**src/rtl/ibuffer.sv**
```systemverilog
`default_nettype none
// ============================================================================
// Module   : ibuffer
// Purpose  : Instruction buffer between fetch and ctrlblock with flush support.
// Revision : 1.0
// ============================================================================
module ibuffer #(
    parameter int DEPTH = 8,
    parameter int PC_W  = 48
) (
    input  logic                     clock,
    input  logic                     reset,
    input  logic                     fetch_instr_valid,
    input  logic [31:0]              fetch_inst,
    input  logic [PC_W-1:0]          fetch_pc,
    output logic                     fetch_ready,
    input  logic                     redirect_valid,
    output logic                     ibuffer_instr_valid,
    output logic [31:0]              ibuffer_inst_out,
    output logic [PC_W-1:0]          ibuffer_pc_out,
    input  logic                     ibuffer_ready,
    output logic [$clog2(DEPTH):0]   ibuffer_count
);

    localparam int C_AW = $clog2(DEPTH);
    localparam int C_EW = 32 + PC_W;
    localparam logic [C_AW:0] C_FULL = (C_AW + 1)'(DEPTH);

    logic [C_EW-1:0] r_mem [DEPTH];
    logic [C_AW:0]   r_rptr;
    logic [C_AW:0]   r_wptr;
    logic [C_AW:0]   r_count;
    logic            w_push;
    logic            w_pop;
    logic [C_EW-1:0] w_head;

    // Ready/valid depend only on registered occupancy, never on the handshakes.
    assign fetch_ready         = (r_count != C_FULL);
    assign ibuffer_instr_valid = (r_count != '0);
    assign ibuffer_count       = r_count;

    assign w_push = fetch_instr_valid && fetch_ready && !redirect_valid;
    assign w_pop  = ibuffer_instr_valid && ibuffer_ready && !redirect_valid;

    assign w_head           = r_mem[r_rptr[C_AW-1:0]];
    assign ibuffer_inst_out = w_head[C_EW-1:PC_W];
    assign ibuffer_pc_out   = w_head[PC_W-1:0];

    // Storage carries no reset; only pointers and occupancy define validity.
    always_ff @(posedge clock) begin
        if (w_push) begin
            r_mem[r_wptr[C_AW-1:0]] <= {fetch_inst, fetch_pc};
        end
    end

    always_ff @(posedge clock or posedge reset) begin
        if (reset) begin
            r_rptr  <= '0;
            r_wptr  <= '0;
            r_count <= '0;
        end else if (redirect_valid) begin
            r_rptr  <= '0;
            r_wptr  <= '0;
            r_count <= '0;
        end else begin
            if (w_push) begin
                r_wptr <= r_wptr + 1'b1;
            end
            if (w_pop) begin
                r_rptr <= r_rptr + 1'b1;
            end
            case ({w_push, w_pop})
                2'b10:   r_count <= r_count + 1'b1;
                2'b01:   r_count <= r_count - 1'b1;
                default: r_count <= r_count;
            endcase
        end
    end

endmodule
`default_nettype wire

```
**config.mk**
```make
export PLATFORM = sky130hd
export DESIGN_NAME = ibuffer
export DESIGN_NICKNAME = d
export VERILOG_FILES = /design/src/rtl/ibuffer.sv
export SDC_FILE = /design/constraint.sdc
export NUM_CORES = 1
export LEC_CHECK = 0
export ABC_AREA = 1
export BUFFER_PORTS_ARGS = -buffer_cell sky130_fd_sc_hd__buf_2
export CORE_MARGIN = 8
export CORE_UTILIZATION = 50
export DETAILED_ROUTE_END_ITERATION = 16
export PLACE_DENSITY = 0.71
export SYNTH_ARGS = -nofsm -noshare
export SYNTH_HDL_FRONTEND = slang
export SYNTH_SLANG_ARGS = --single-unit
```
**constraint.sdc**
```tcl
create_clock -name clock -period 8.6 [get_ports clock]
set_input_delay 1.72 -clock clock [delete_from_list [all_inputs] [get_ports clock]]
set_output_delay 1.72 -clock clock [all_outputs]
set_load 0.1 [all_outputs]
```
# After elaboration in Yosys (flattened, before gate mapping)
# Memories as Yosys holds them, arrays and structs flattened.
# Index checks and enable logic that the tools add are counted.
[word_totals]
register_bits = 12
ramBits = 640
out_inout_bits = 86
wordCells = 28
n_memories = 1
[op_classes]
add_sub_neg = 4
n_eq_ne = 3
muxes = 8
n_reduce_logical = 9
[memory_table]
columns = ["memory", "depth", "word_bits", "rd", "rd_ports_with_merged_regs", "write_ports", "line", "rtl"]
rows = [
  ["r_mem", 8, 80, 1, 0, 1, "29", "logic [C_EW-1:0] r_mem [DEPTH];"],
]
[ops]
columns = ["op", "count"]
rows = [
  ["2-to-1 mux 4 bit", 5],
  ["adder 4 x 1 -> 4 bit, second input constant", 3],
  ["one-hot mux 4 bit (2 select lines)", 1],
  ["logical AND 1 bit", 4],
  ["inequality test 4 bit, second input constant", 1],
  ["nonzero test 2 bit", 2],
  ["nonzero test 4 bit", 1],
  ["subtractor 4 x 1 -> 4 bit, second input constant", 1],
  ["nonzero test 3 bit", 1],
  ["equality test 2 x 1 -> 1 bit, second input constant", 1],
  ["equality test 2 bit, second input constant", 1],
  ["2-to-1 mux 1 bit", 2],
  ["logical NOT 1 bit", 1],
]

# Logic depth before layout (Yosys ltp)
[depth]
ltp_word = 6
mapped_depth = 16

# Least setup slack after synthesis
# Ideal clock, no wire load.
[synth_timing]
path_kind = "register to register"
start = "register r_count[1], in the netlist ibuffer_count[1]"
end = "memory r_mem[0][0] (netlist name) (enable)"
setup_time_ps = 519
arrival_time_ps = 5613
required_time_ps = 8081
setup_slack_ps = 2468
stages_incl_launch_ff = 7
period_less_slack_ps = 6132
path_cell_list = "dfrtp_1 > nor2_1 > nand2_1 > nand3_1 > inv_1 > nand2_1 > nor2_1"
[synth_via]
elab_chain_cells = 5
[synth_rtl]
columns = ["element", "line", "rtl"]
rows = [
  ["start: declaration", "32", "logic [C_AW:0] r_count;"],
  ["start signal: assignment", "73", "2'b10: r_count <= r_count + 1'b1;"],
  ["start signal: assignment", "74", "2'b01: r_count <= r_count - 1'b1;"],
  ["start signal: assignment", "75", "default: r_count <= r_count;"],
  ["inequality test 4 bit", "38", "assign fetch_ready = (r_count != C_FULL);"],
  ["via fetch_ready", "16", "output logic fetch_ready,"],
  ["logical AND 1 bit (2 in a row)", "42", "assign w_push = fetch_instr_valid && fetch_ready && !redirect_valid;"],
  ["2-to-1 mux 1 bit", "51", "if (w_push) begin"],
  ["2-to-1 mux 1 bit (not written as such)", "52", "r_mem[r_wptr[C_AW-1:0]] <= {fetch_inst, fetch_pc};"],
  ["end: declaration", "29", ""],
]
# The timed path passes the listed nets, and every way through them passes these cells.

# Final worst setup path
[layout_timing]
start = "register r_rptr[0]"
end = "output port ibuffer_pc_out[32]"
[layout_via]
elab_chain_cells = 1
[layout_rtl]
columns = ["element", "line", "rtl"]
rows = [
  ["start: declaration", "30", "logic [C_AW:0] r_rptr;"],
  ["start signal: assignment", "70", "r_rptr <= r_rptr + 1'b1;"],
  ["memory read (8 x 80 bit)", "-", ""],
  ["end: declaration", "20", "output logic [PC_W-1:0] ibuffer_pc_out,"],
]
# Every way passes these cells.

==> impl_metrics.ini <==
[timing]
slew_violations = 0
period_needed_ns = 5.853
skew_ns = 0.01585
fmax_ghz = 0.1708
fin_crit_sh_pct = 68.06
setup_violations = 0
relSlewSlack_pct = 23.67
finalHoldViolCount = 0
worstMarginPinSlew_ns = 1.145
tns_ns = 0
rsz0062_at_grt = false

[power_and_ir_drop]
p_sw_w = 0.003866
switching_share_pct = 40.14
combPwrFrac_pct = 32.9
p_int_w = 0.005764
p_leak_nw = 9.941
powerDensity_nw_per_um2 = 333.5
pwr-share-seq_pct = 38.1
pwr-share-clk_pct = 29.0
peakVddDrop_mv = 0.2843

[cts]
post_cts_resized = 0
ctsRootBufferMaster = clkbuf_16
cts_inserted_buffers = 66
cts_setup_buffers = 0
cts.sinks = 650
holdBufCountCts = 0
clk_pin_slew_ns = 0.06
cts_buffer_depth = 3
cts_tree = built
cts-htree-levels = 3
insertion_delay_ns = 0.58

[global_route]
grt_pass1_vias = 15530
grt_usage_pct = 19.34
grt_overflow = 0
grt_pass1_wl_um = 89580
grt_max_degree = 247
antenna_found_initial = 14

[place]
dpl.hpwl_um = 28850
dpl_cell_area_um2 = 26730
io_buffers = 170
gp_congestion = 0.7616

[drt]
vias = 15790
wire_per_inst_um = 20.35
vias_per_cell = 5.565
first_iter_violations = 1438
drt_wl_total_um = 57750
drc_errors = 0
dr.pass1.iters = 5
ant_nets = 0

[setup_path]
crit_type = reg2out
r2r-start = ibuffer_count[0]
path_max_fanout = 171
required_ns = 6.88
critPathCaptureType = output port
reg2regPathDepth = 7
cp.arrival_ns = 4.13
start_kind = flip-flop
reg2reg_to = r_mem[7][32]
r2r_setup_slack_ns = 5.24

[min_path]
hold_path_depth = 2
min_to = ibuffer_count[3]
min_from = ibuffer_count[3]
hold_class = reg2reg

[floorplan]
die-width_um = 241.6
die-area_um2 = 58360
io_pins = 171
start_util_pct = 50.71
core-area_um2 = 50170
placementRows = 82
die_h_um = 241.6

[finish]
regArea_um2 = 19480
area_growth_pct = 13.51
multi_input_area_um2 = 5309
stdcell_area_um2 = 28880
fillerInstances = 3916
final_layout_size_suffix_gt1_share_pct = 13.49
final_nets = 2201

[synth]
ys_warn_count = 0
syn-cell-area_um2 = 25440
synth_area_per_cell_um2 = 12.88
syn-num-nets = 2065
synth_seq_area_share_pct = 76.53
synth_seq_cells = 650
ys_types = 22
syn_inst = 1975

[status]
status = finished clean

[run]
cap_viol_max_count = 0
-- layout by cell type, fill, tap and decap left out, types with 2 or more instances in the layout --
master,count
nor2_1,404
o21ai_1,94
edfxtp_1,640
inv_1,9
nor2_4,8
nand2_1,270
ha_1,4
clkbuf_1,17
clkbuf_16,73
dfrtp_4,2
nand3_1,8
diode_2,9
o21ai_0,233
buf_12,3
a31oi_1,80
buf_2,170
bufinv_16,5
clkinv_1,12
buf_4,18
a21oi_1,85
dfrtp_1,7
clkinv_2,9
-- how the worst max path moves through the flow --
stage	startpoint	to	depth (start not counted)
after floorplan	ibuffer_count[1]	r_mem[0][0]	6
after detailed placement	r_rptr[0]	ibuffer_inst_out[5]	7
after global placement	r_rptr[0]	ibuffer_inst_out[31]	7
after CTS	r_rptr[0]	ibuffer_inst_out[5]	7
final	r_rptr[0]	ibuffer_pc_out[32]	7
after global routing	r_rptr[0]	ibuffer_inst_out[21]	7
-- metal layers --
layer | routed length (um) | track usage (%) | part of all wire, %
met5 | 64 | 0 | 0.11
met4 | 1100 | 6.210 | 1.9
met3 | 3737 | 4.222 | 6.5
met2 | 27640 | 31.61 | 48
met1 | 25210 | 25.71 | 44
-- power by group through the flow --
stage               logic (W)  registers, W  clock network (W)
global placement      0.00316       0.00373                  0
CTS                   0.00319       0.00367            0.00285
finish                0.00317       0.00367            0.00280
global route          0.00337       0.00368            0.00297
detailed placement    0.00318       0.00373                  0
floorplan             0.00264       0.00373                  0
-- critical path, stage by stage (launching register included) --
cell and delay, ns:
dfrtp_4 0.78, inv_8 0.80, buf_4 0.68, nor2_1 0.11
o21ai_1 0.16, a21oi_1 0.07, a31oi_1 0.37, buf_2 0.51
-- through the flow --
step | cells | setup WS (ns) | power (W) | hold slack [ns] | util (%)
2_1_floorplan | 1975 | 2.468 | 0.006372 | 0.5509 | -
3_3_place_gp | 2715 | 3.306 | 0.006883 | 0.5477 | 53.28
3_5_place_dp | 2715 | 3.319 | 0.006916 | 0.5670 | 53.28
4_1_cts | 2829 | 2.658 | 0.009709 | 0.5826 | 57.51
5_1_grt | 2833 | 2.392 | 0.01002 | 0.6188 | 57.53
6_report | 2838 | 2.747 | 0.009630 | 0.5793 | 57.56
-- final cells by class --
type,count,area share (%)
tap,672,2.912
inverter,13,0.2080
antenna,9,0.07799
multi-input combinational,1189,18.38
sequential,650,67.45
clock inverter,24,0.8016
timing repair buffer,191,3.622
clock buffer,90,6.547
-- logic make-up (layout without fill, tap and decap cells) --
| group | count (synthesis) | in the layout | synth area share, % |
|---|---|---|---|
| other | 0 | 9 | 0 |
| and+or+nand+nor | 690 | 690 | 10.22 |
| DFF | 650 | 650 | 76.53 |
| xor gates and xnor gates | 1 | 1 | 0.03443 |
| buffers and inverters | 136 | 318 | 2.843 |
| AOI/OAI and AO/OA | 493 | 493 | 10.10 |
| adders and majority gates | 5 | 5 | 0.2754 |
-- flip-flops by register name, indices dropped and copies added, names as in the netlist --
| register | count |
|---|---|
| r_rptr | 3 |
| ibuffer_count | 4 |
| r_wptr | 3 |
| r_mem | 640 |
-- Yosys cell counts --
cell      instances  share of area (%)
a31oi_1          80                2.0
nor2_1          412                6.1
nand3_1           8               0.16
edfxtp_1        640                 76
clkbuf_2          1              0.020
xnor2_1           1              0.034
inv_2             2              0.030
buf_6            18               0.80
dfrtp_1          10               0.98
o21ai_0         233                4.6
inv_4             1              0.025
inv_1             9               0.13
clkbuf_1         69                1.0
o21ai_1          94                1.8
o31ai_1           1              0.030
fa_1              1              0.079
nand2_1         270                4.0
ha_1              4               0.20
clkinv_1          1              0.015
buf_2            23               0.45
a21oi_1          85                1.7
buf_4            12               0.35
(Power assumes the default switching activity.)
